## src/rtl/pipeline_stage_memory_if.sv

```systemverilog
// Data-memory request/acknowledge bus between the memory stage and data memory.
// The stage is the master: it raises req and holds the access until ack.
interface pipeline_stage_memory_if #(
    parameter int ADDR_WIDTH = 32
);
    logic                  req;
    logic                  we;
    logic [ADDR_WIDTH-1:0] addr;
    logic [3:0]            byte_en;
    logic [31:0]           wdata;
    logic                  ack;
    logic [31:0]           rdata;

    modport master (
        output req, we, addr, byte_en, wdata,
        input  ack, rdata
    );

    modport slave (
        input  req, we, addr, byte_en, wdata,
        output ack, rdata
    );
endinterface

```

## src/rtl/pipeline_stage_memory.sv

```systemverilog
// Memory stage of the 5-stage pipeline: performs byte/half/word loads and
// stores over a req/ack data-memory bus, forwards its in-flight register write
// to execution, stalls execution while an access is outstanding, and hands a
// finalized result to writeback.
module pipeline_stage_memory #(
    parameter int ADDR_WIDTH   = 32,
    parameter int REG_ID_WIDTH = 5
) (
    input  logic                    clock,
    input  logic                    reset,
    input  logic                    ex_bubbled,
    input  logic                    ex_reg_write_enabled,
    input  logic [REG_ID_WIDTH-1:0] ex_reg_write_id,
    input  logic                    ex_reg_data_write_ready,
    input  logic [31:0]             ex_reg_data_write,
    input  logic                    ex_mem_read,
    input  logic                    ex_mem_write,
    input  logic [1:0]              ex_mem_size,
    input  logic                    ex_mem_unsigned,
    input  logic [ADDR_WIDTH-1:0]   ex_dm_address,
    input  logic [31:0]             ex_store_data,
    output logic                    stall_from_memory,
    pipeline_stage_memory_if.master dm,
    output logic [REG_ID_WIDTH-1:0] fwd_reg_id,
    output logic                    fwd_data_ready,
    output logic [31:0]             fwd_data,
    output logic                    wb_valid,
    output logic [REG_ID_WIDTH-1:0] wb_reg_write_id,
    output logic [31:0]             wb_reg_data,
    output logic                    misaligned
);

    // Half accesses need an even address, word accesses a 4-byte aligned one.
    function automatic logic is_misaligned(input logic [1:0] size, input logic [1:0] a);
        logic r;
        case (size)
            2'b00:   r = 1'b0;
            2'b01:   r = a[0];
            default: r = (a != 2'b00);
        endcase
        return r;
    endfunction

    // Byte-lane enables for an access of the given size at lane offset a.
    function automatic logic [3:0] lane_enable(input logic [1:0] size, input logic [1:0] a);
        logic [3:0] r;
        case (size)
            2'b00:   r = 4'b0001 << a;
            2'b01:   r = 4'b0011 << a;
            default: r = 4'b1111;
        endcase
        return r;
    endfunction

    // Store data replicated across lanes so any enabled lane carries the right bytes.
    function automatic logic [31:0] lane_wdata(input logic [1:0] size, input logic [31:0] d);
        logic [31:0] r;
        case (size)
            2'b00:   r = {4{d[7:0]}};
            2'b01:   r = {2{d[15:0]}};
            default: r = d;
        endcase
        return r;
    endfunction

    // Pull the addressed lanes out of the read word and sign/zero-extend them.
    function automatic logic [31:0] lane_load(input logic [1:0] size, input logic [1:0] a,
                                              input logic uns, input logic [31:0] rdata);
        logic [31:0] sh;
        logic [31:0] r;
        sh = rdata >> {a, 3'b000};
        case (size)
            2'b00:   r = uns ? {24'h000000, sh[7:0]}  : {{24{sh[7]}}, sh[7:0]};
            2'b01:   r = uns ? {16'h0000, sh[15:0]}   : {{16{sh[15]}}, sh[15:0]};
            default: r = rdata;
        endcase
        return r;
    endfunction

    // Stage register M
    logic                    m_valid_q;
    logic                    m_reg_write_enabled_q;
    logic [REG_ID_WIDTH-1:0] m_reg_write_id_q;
    logic                    m_reg_data_write_ready_q;
    logic [31:0]             m_reg_data_write_q;
    logic                    m_mem_read_q;
    logic                    m_mem_write_q;
    logic [1:0]              m_mem_size_q;
    logic                    m_mem_unsigned_q;
    logic [ADDR_WIDTH-1:0]   m_dm_address_q;
    logic [31:0]             m_store_data_q;
    logic                    m_misaligned_q;
    logic                    m_done_q;
    logic [31:0]             m_load_data_q;

    // Writeback register
    logic                    wb_valid_q;
    logic [REG_ID_WIDTH-1:0] wb_reg_write_id_q;
    logic [31:0]             wb_reg_data_q;

    logic                    need_access_s;
    logic                    ack_s;
    logic [31:0]             m_load_data_d;
    logic [REG_ID_WIDTH-1:0] wb_reg_write_id_d;
    logic [31:0]             wb_reg_data_d;

    // An access is outstanding until acked; misaligned ops never touch memory.
    assign need_access_s = m_valid_q & (m_mem_read_q | m_mem_write_q) & ~m_done_q & ~m_misaligned_q;
    assign ack_s         = need_access_s & dm.ack;

    assign stall_from_memory = need_access_s;
    assign dm.req     = need_access_s;
    assign dm.we      = m_mem_write_q;
    assign dm.addr    = {m_dm_address_q[ADDR_WIDTH-1:2], 2'b00};
    assign dm.byte_en = lane_enable(m_mem_size_q, m_dm_address_q[1:0]);
    assign dm.wdata   = lane_wdata(m_mem_size_q, m_store_data_q);

    // A misaligned op never stalls, so it sits in M for exactly one cycle.
    assign misaligned = m_valid_q & (m_mem_read_q | m_mem_write_q) & m_misaligned_q;

    // Next-state values for load capture and the finalized writeback result.
    always_comb begin
        m_load_data_d     = m_load_data_q;
        wb_reg_write_id_d = '0;
        wb_reg_data_d     = m_reg_data_write_q;
        if (m_mem_read_q) begin
            m_load_data_d = lane_load(m_mem_size_q, m_dm_address_q[1:0], m_mem_unsigned_q, dm.rdata);
            wb_reg_data_d = m_load_data_q;
        end else begin
            m_load_data_d = m_load_data_q;
            wb_reg_data_d = m_reg_data_write_q;
        end
        if (m_reg_write_enabled_q) begin
            wb_reg_write_id_d = m_reg_write_id_q;
        end else begin
            wb_reg_write_id_d = '0;
        end
    end

    // Forwarding view of the register write currently held in M.
    always_comb begin
        fwd_reg_id     = '0;
        fwd_data_ready = 1'b1;
        fwd_data       = 32'h0000_0000;
        if (!m_valid_q || !m_reg_write_enabled_q) begin
            fwd_reg_id     = '0;
            fwd_data_ready = 1'b1;
            fwd_data       = 32'h0000_0000;
        end else if (m_mem_read_q) begin
            fwd_reg_id     = m_reg_write_id_q;
            fwd_data_ready = m_done_q | m_misaligned_q;
            fwd_data       = m_load_data_q;
        end else begin
            fwd_reg_id     = m_reg_write_id_q;
            fwd_data_ready = m_reg_data_write_ready_q;
            fwd_data       = m_reg_data_write_q;
        end
    end

    // Stage register M: load from EX when not stalled, else record the ack.
    always_ff @(posedge clock or posedge reset) begin
        if (reset) begin
            m_valid_q                <= 1'b0;
            m_reg_write_enabled_q    <= 1'b0;
            m_reg_write_id_q         <= '0;
            m_reg_data_write_ready_q <= 1'b0;
            m_reg_data_write_q       <= 32'h0000_0000;
            m_mem_read_q             <= 1'b0;
            m_mem_write_q            <= 1'b0;
            m_mem_size_q             <= 2'b00;
            m_mem_unsigned_q         <= 1'b0;
            m_dm_address_q           <= '0;
            m_store_data_q           <= 32'h0000_0000;
            m_misaligned_q           <= 1'b0;
            m_done_q                 <= 1'b0;
            m_load_data_q            <= 32'h0000_0000;
        end else if (!need_access_s) begin
            m_valid_q                <= ~ex_bubbled;
            m_reg_write_enabled_q    <= ex_reg_write_enabled;
            m_reg_write_id_q         <= ex_reg_write_id;
            m_reg_data_write_ready_q <= ex_reg_data_write_ready;
            m_reg_data_write_q       <= ex_reg_data_write;
            m_mem_read_q             <= ex_mem_read;
            m_mem_write_q            <= ex_mem_write;
            m_mem_size_q             <= ex_mem_size;
            m_mem_unsigned_q         <= ex_mem_unsigned;
            m_dm_address_q           <= ex_dm_address;
            m_store_data_q           <= ex_store_data;
            m_misaligned_q           <= (ex_mem_read | ex_mem_write) &
                                        is_misaligned(ex_mem_size, ex_dm_address[1:0]);
            m_done_q                 <= 1'b0;
            m_load_data_q            <= 32'h0000_0000;
        end else if (ack_s) begin
            m_done_q      <= 1'b1;
            m_load_data_q <= m_load_data_d;
        end
    end

    // Writeback register: take the finalized M result, or insert a bubble while stalled.
    always_ff @(posedge clock or posedge reset) begin
        if (reset) begin
            wb_valid_q        <= 1'b0;
            wb_reg_write_id_q <= '0;
            wb_reg_data_q     <= 32'h0000_0000;
        end else if (!need_access_s) begin
            wb_valid_q        <= m_valid_q;
            wb_reg_write_id_q <= wb_reg_write_id_d;
            wb_reg_data_q     <= wb_reg_data_d;
        end else begin
            wb_valid_q <= 1'b0;
        end
    end

    // A bubble in writeback shows id 0 and data 0.
    assign wb_valid        = wb_valid_q;
    assign wb_reg_write_id = wb_valid_q ? wb_reg_write_id_q : '0;
    assign wb_reg_data     = wb_valid_q ? wb_reg_data_q : 32'h0000_0000;

endmodule

```

## src/flat_wrapper.sv

```systemverilog
// flat-port wrapper written by rule: the top's interface ports become plain ports
module pipeline_stage_memory_flat 
#(
    parameter int ADDR_WIDTH   = 32,
    parameter int REG_ID_WIDTH = 5
)
  (clock, reset, ex_bubbled, ex_reg_write_enabled, ex_reg_write_id, ex_reg_data_write_ready, ex_reg_data_write, ex_mem_read, ex_mem_write, ex_mem_size, ex_mem_unsigned, ex_dm_address, ex_store_data, stall_from_memory, fwd_reg_id, fwd_data_ready, fwd_data, wb_valid, wb_reg_write_id, wb_reg_data, misaligned, dm_req, dm_we, dm_addr, dm_byte_en, dm_wdata, dm_ack, dm_rdata);
  pipeline_stage_memory_if #(.ADDR_WIDTH(ADDR_WIDTH)) dm_i ();
  input  logic clock;
  input  logic reset;
  input  logic ex_bubbled;
  input  logic ex_reg_write_enabled;
  input  logic [REG_ID_WIDTH-1:0] ex_reg_write_id;
  input  logic ex_reg_data_write_ready;
  input  logic [31:0] ex_reg_data_write;
  input  logic ex_mem_read;
  input  logic ex_mem_write;
  input  logic [1:0] ex_mem_size;
  input  logic ex_mem_unsigned;
  input  logic [ADDR_WIDTH-1:0] ex_dm_address;
  input  logic [31:0] ex_store_data;
  output logic stall_from_memory;
  output logic [REG_ID_WIDTH-1:0] fwd_reg_id;
  output logic fwd_data_ready;
  output logic [31:0] fwd_data;
  output logic wb_valid;
  output logic [REG_ID_WIDTH-1:0] wb_reg_write_id;
  output logic [31:0] wb_reg_data;
  output logic misaligned;
  output wire logic [$bits(dm_i.req)-1:0] dm_req;
  output wire logic [$bits(dm_i.we)-1:0] dm_we;
  output wire logic [$bits(dm_i.addr)-1:0] dm_addr;
  output wire logic [$bits(dm_i.byte_en)-1:0] dm_byte_en;
  output wire logic [$bits(dm_i.wdata)-1:0] dm_wdata;
  input wire logic [$bits(dm_i.ack)-1:0] dm_ack;
  input wire logic [$bits(dm_i.rdata)-1:0] dm_rdata;
  assign dm_req = dm_i.req;
  assign dm_we = dm_i.we;
  assign dm_addr = dm_i.addr;
  assign dm_byte_en = dm_i.byte_en;
  assign dm_wdata = dm_i.wdata;
  assign dm_i.ack = dm_ack;
  assign dm_i.rdata = dm_rdata;
  pipeline_stage_memory #(.ADDR_WIDTH(ADDR_WIDTH), .REG_ID_WIDTH(REG_ID_WIDTH)) u_core (.clock(clock), .reset(reset), .ex_bubbled(ex_bubbled), .ex_reg_write_enabled(ex_reg_write_enabled), .ex_reg_write_id(ex_reg_write_id), .ex_reg_data_write_ready(ex_reg_data_write_ready), .ex_reg_data_write(ex_reg_data_write), .ex_mem_read(ex_mem_read), .ex_mem_write(ex_mem_write), .ex_mem_size(ex_mem_size), .ex_mem_unsigned(ex_mem_unsigned), .ex_dm_address(ex_dm_address), .ex_store_data(ex_store_data), .stall_from_memory(stall_from_memory), .dm(dm_i), .fwd_reg_id(fwd_reg_id), .fwd_data_ready(fwd_data_ready), .fwd_data(fwd_data), .wb_valid(wb_valid), .wb_reg_write_id(wb_reg_write_id), .wb_reg_data(wb_reg_data), .misaligned(misaligned));
endmodule
```

## config.mk

```make
export PLATFORM = sky130hd
export DESIGN_NAME = pipeline_stage_memory_flat
export DESIGN_NICKNAME = d
export VERILOG_FILES = /design/src/rtl/pipeline_stage_memory_if.sv /design/src/rtl/pipeline_stage_memory.sv /design/src/flat_wrapper.sv
export SDC_FILE = /design/constraint.sdc
export NUM_CORES = 1
export LEC_CHECK = 0
export ABC_AREA = 1
export ABC_CLOCK_PERIOD_IN_PS = 6950
export BUFFER_PORTS_ARGS = -buffer_cell sky130_fd_sc_hd__buf_2
export CAP_MARGIN = 25
export CORE_UTILIZATION = 52
export CTS_CLUSTER_DIAMETER = 50
export DETAILED_ROUTE_END_ITERATION = 7
export PLACE_DENSITY = 0.81
export SYNTH_ARGS = -nofsm -noshare
export SYNTH_HDL_FRONTEND = slang
export SYNTH_SLANG_ARGS = --single-unit
```

## constraint.sdc

```tcl
create_clock -name clock -period 6.95 [get_ports clock]
set_input_delay 1.39 -clock clock [delete_from_list [all_inputs] [get_ports clock]]
set_output_delay 1.39 -clock clock [all_outputs]
set_load 0.01 [all_outputs]
```

==> results.json <==
{
  "status": "completed",
  "wl_per_cell_um": 14.34,
  "grt_first_pass_wirelength_um": 37180,
  "synth_commonest_cells": "498 x nand2_1, 181 x dfrtp_1, 112 x o21ai_0, 90 x inv_1, 63 x nor2_1",
  "dieHeight_um": 134.9,
  "hpwl_um": 16350,
  "layout_min_cycle_time_ns": 4.054,
  "slowest_delay_ns": 0.93,
  "async_reset_ff_frac": 1.000,
  "crit_fanout": 41,
  "cts_sinks": 181,
  "fin_hold_ws_ns": 0.4672,
  "area_growth_pct": 18.27,
  "num_rows": 48,
  "track_usage": 0.2619,
  "tritoncts": "done",
  "cts_max_level": 4,
  "finalCritPeriodShare": 0.5834,
  "synth_cell_types": 30,
  "wl_um": 23270,
  "post_cts.repair.setup_buffers": 0,
  "yosys.area.top_type": "dfrtp_1",
  "cts_buffers": 17,
  "ys_seq_area_frac": 0.4933,
  "vias": 8148,
  "synthMuxAreaShare": 0.02725,
  "drv_slew": 0,
  "overflow": 0,
  "worstPathArrival_ns": 2.66,
  "syn_inst": 1172,
  "num_io_pins": 292,
  "placed_cells": 1587,
  "die_area_um2": 18190,
  "fillCellCount": 1584,
  "synth_top_area_share": 0.4933,
  "tns_ns": 0,
  "die_x_um": 134.9,
  "dr.pass1.iters": 6,
  "netlist_area_um2": 9183,
  "dp_slack_ns": 3.364,
  "synth_compound_gate_area_share": 0.08244,
  "setup_ws_ns": 2.896,
  "synth_top_family_by_area": "simple AND/OR/NAND/NOR gates",
  "antenna_found_initial": 3,
  "utilization": 0.6279,
  "post_cts_resized": 0,
  "viasPerCell": 5.020,
  "drtAntennaViolNets": 0,
  "vdd_drop_max_uv": 263.4,
  "setup_viol": 0,
  "p_leak_uw": 0.006294,
  "ys_top_cells_by_area": "dfrtp_1 49%, nand2_1 20%, o21ai_0 6.1%, buf_4 4.7%, inv_1 3.7%",
  "yosysMostFrequentCell": "nand2_1",
  "finalHoldViolCount": 0,
  "worstPathRequired_ns": 5.56,
  "grt_max_degree": 118,
  "cp-end-kind": "output port",
  "drive_above_1_share": 0.2604,
  "post-route-drc-count": 0,
  "gp_congestion": 0.9140,
  "clkLatencyLatePin_ns": 0.42,
  "avgSynthCellArea_um2": 7.835,
  "clk_path_buf_depth": 2,
  "ys_ff_latch": 181,
  "slowest_stage": "dfrtp_1",
  "min_path_type": "reg2reg",
  "ctsHoldBuffers": 0,
  "yosysWarnings": 0,
  "numPortBuffers": 289,
  "synth-edff-count": 0,
  "max_freq_mhz": 246.6,
  "grt_pass1_vias": 7396,
  "crit_path_start_kind": "register",
  "start_util": 0.5309,
  "final_cells": 1623,
  "nNetsFinal": 1525,
  "crit_type": "reg2out",
  "rsz0062_at_grt": "no",
  "fin_skew_ns": 0.01101,
  "fp.coreArea_um2": 17300,
  "synth_xor_area_frac": 0,
  "clk_pin_slew_ns": 0.06,
  "synth_adder_area_share": 0,
  "synth_top_flop_cell": "dfrtp_1",
  "first_iter_violations": 531,
  "drv_cap": 0,
  "synthSimpleGateAreaFrac": 0.2763,
  "cts_root_buf": "clkbuf_16",
  "cp_cell_sequence": "inv_4 > nand2_1 > nor2_1 > nor2_1 > nand2_1 > buf_2",
  "tightest_slew_ns": 0.8980,
  "power_density_nw_per_um2": 477.8,
  "max-slew-margin-rel": 0.4013
}
==> kinds of logic after synthesis <==
group | count (synthesis)
and+or+nand+nor | 623
buffers and inverters | 202
DFF | 181
AOI/OAI and AO/OA | 140
muxes | 25
other | 1
==> final timing paths <==
kind	slack (ns)	start	cells past startpoint	to
hold reg to reg	0.47	u_core.m_dm_address_q[17]$_DFFE_PP0N_	2	u_core.m_dm_address_q[17]$_DFFE_PP0N_
min in group asynchronous	1.11	reset	2	u_core.m_dm_address_q[14]$_DFFE_PP0N_
setup / recovery	2.90	u_core.m_mem_size_q[1]$_DFFE_PP0N_	6	dm_byte_en[2]
max in group asynchronous	4.48	reset	3	u_core.m_reg_data_write_q[21]$_DFFE_PP0N_
hold / removal	0.47	u_core.m_dm_address_q[17]$_DFFE_PP0N_	2	u_core.m_dm_address_q[17]$_DFFE_PP0N_
setup reg to reg	4.31	u_core.m_misaligned_q$_DFFE_PP0N_	5	u_core.wb_reg_data_q[3]$_DFFE_PP0N_
==> cells in the final DEF (no fill, tap or decap) <==
cell type     n
nand2_1     498
buf_2       289
dfrtp_1     180
o21ai_0     112
inv_1        89
nor2_1       63
nand3_1      34
mux2i_1      25
clkbuf_16    17
o21ai_1      13
nand2_2      13
o221ai_1      8
buf_4         6
diode_2       4
inv_4         4
a21oi_1       4
clkinv_2      4
nor2_4        3
bufinv_16     3
clkbuf_8      3
inv_2         2
nand3_4       2
nand3_2       2
nor2_2        2
nand3b_1      2
inv_8         2
conb_1        2
inv_6         2
o21ai_4       1
nand2_8       1
a21oi_4       1
o21ai_2       1
nor2_8        1
nand2_4       1
nor4_2        1
clkbuf_1      1
clkinvlp_4    1
dfrtp_2       1
==> final cells by class <==
type	instances	area, um^2	area share
sequential	181	4531	0.4172
multi-input combinational	790	3552	0.3271
timing repair buffer	295	1491	0.1373
clock buffer	21	470.5	0.04332
inverter	96	377.9	0.03479
tap	225	281.5	0.02592
clock inverter	11	146.4	0.01348
antenna	4	10.01	0.0009217
==> report_power, final <==
group / internal (uW) / switching (uW)
Sequential: 1500 / 301
Combinational: 800 / 1580
Clock: 598 / 411
Total: 2900 / 2290
==> worst max-delay path, delay by kind of cell, from the launching register on <==
| family | cells | cell delay (ns) |
|---|---|---|
| buffers and inverters | 2 | 0.51 |
| AND/OR/NAND/NOR | 4 | 0.79 |
| flip-flops | 1 | 0.93 |
==> through the flow <==
stage | area (um^2) | power [uW]
2_1_floorplan | 9186 | 3679
3_3_place_gp | 10230 | 4127
3_5_place_dp | 10230 | 4194
4_1_cts | 10850 | 5220
5_1_grt | 10860 | 5602
6_report | 10860 | 5189
==> state kept, by name, indices dropped and copies added (netlist names), 2 cells and up <==
register / count
u_core.m_dm_address_q: 32
u_core.m_load_data_q: 32
u_core.m_reg_data_write_q: 32
u_core.m_store_data_q: 32
u_core.wb_reg_data_q: 32
u_core.m_reg_write_id_q: 5
u_core.wb_reg_write_id_q: 5
u_core.m_mem_size_q: 2
==> layer usage <==
layer	GRT usage	vias to the layer above	routed length [um]
met5	0	-	0
met4	0.1005	0	671
met3	0.05180	49	1274
met2	0.4115	309	11050
met1	0.3586	3785	10270
li1	-	4005	-
(Power assumes the default switching activity.)
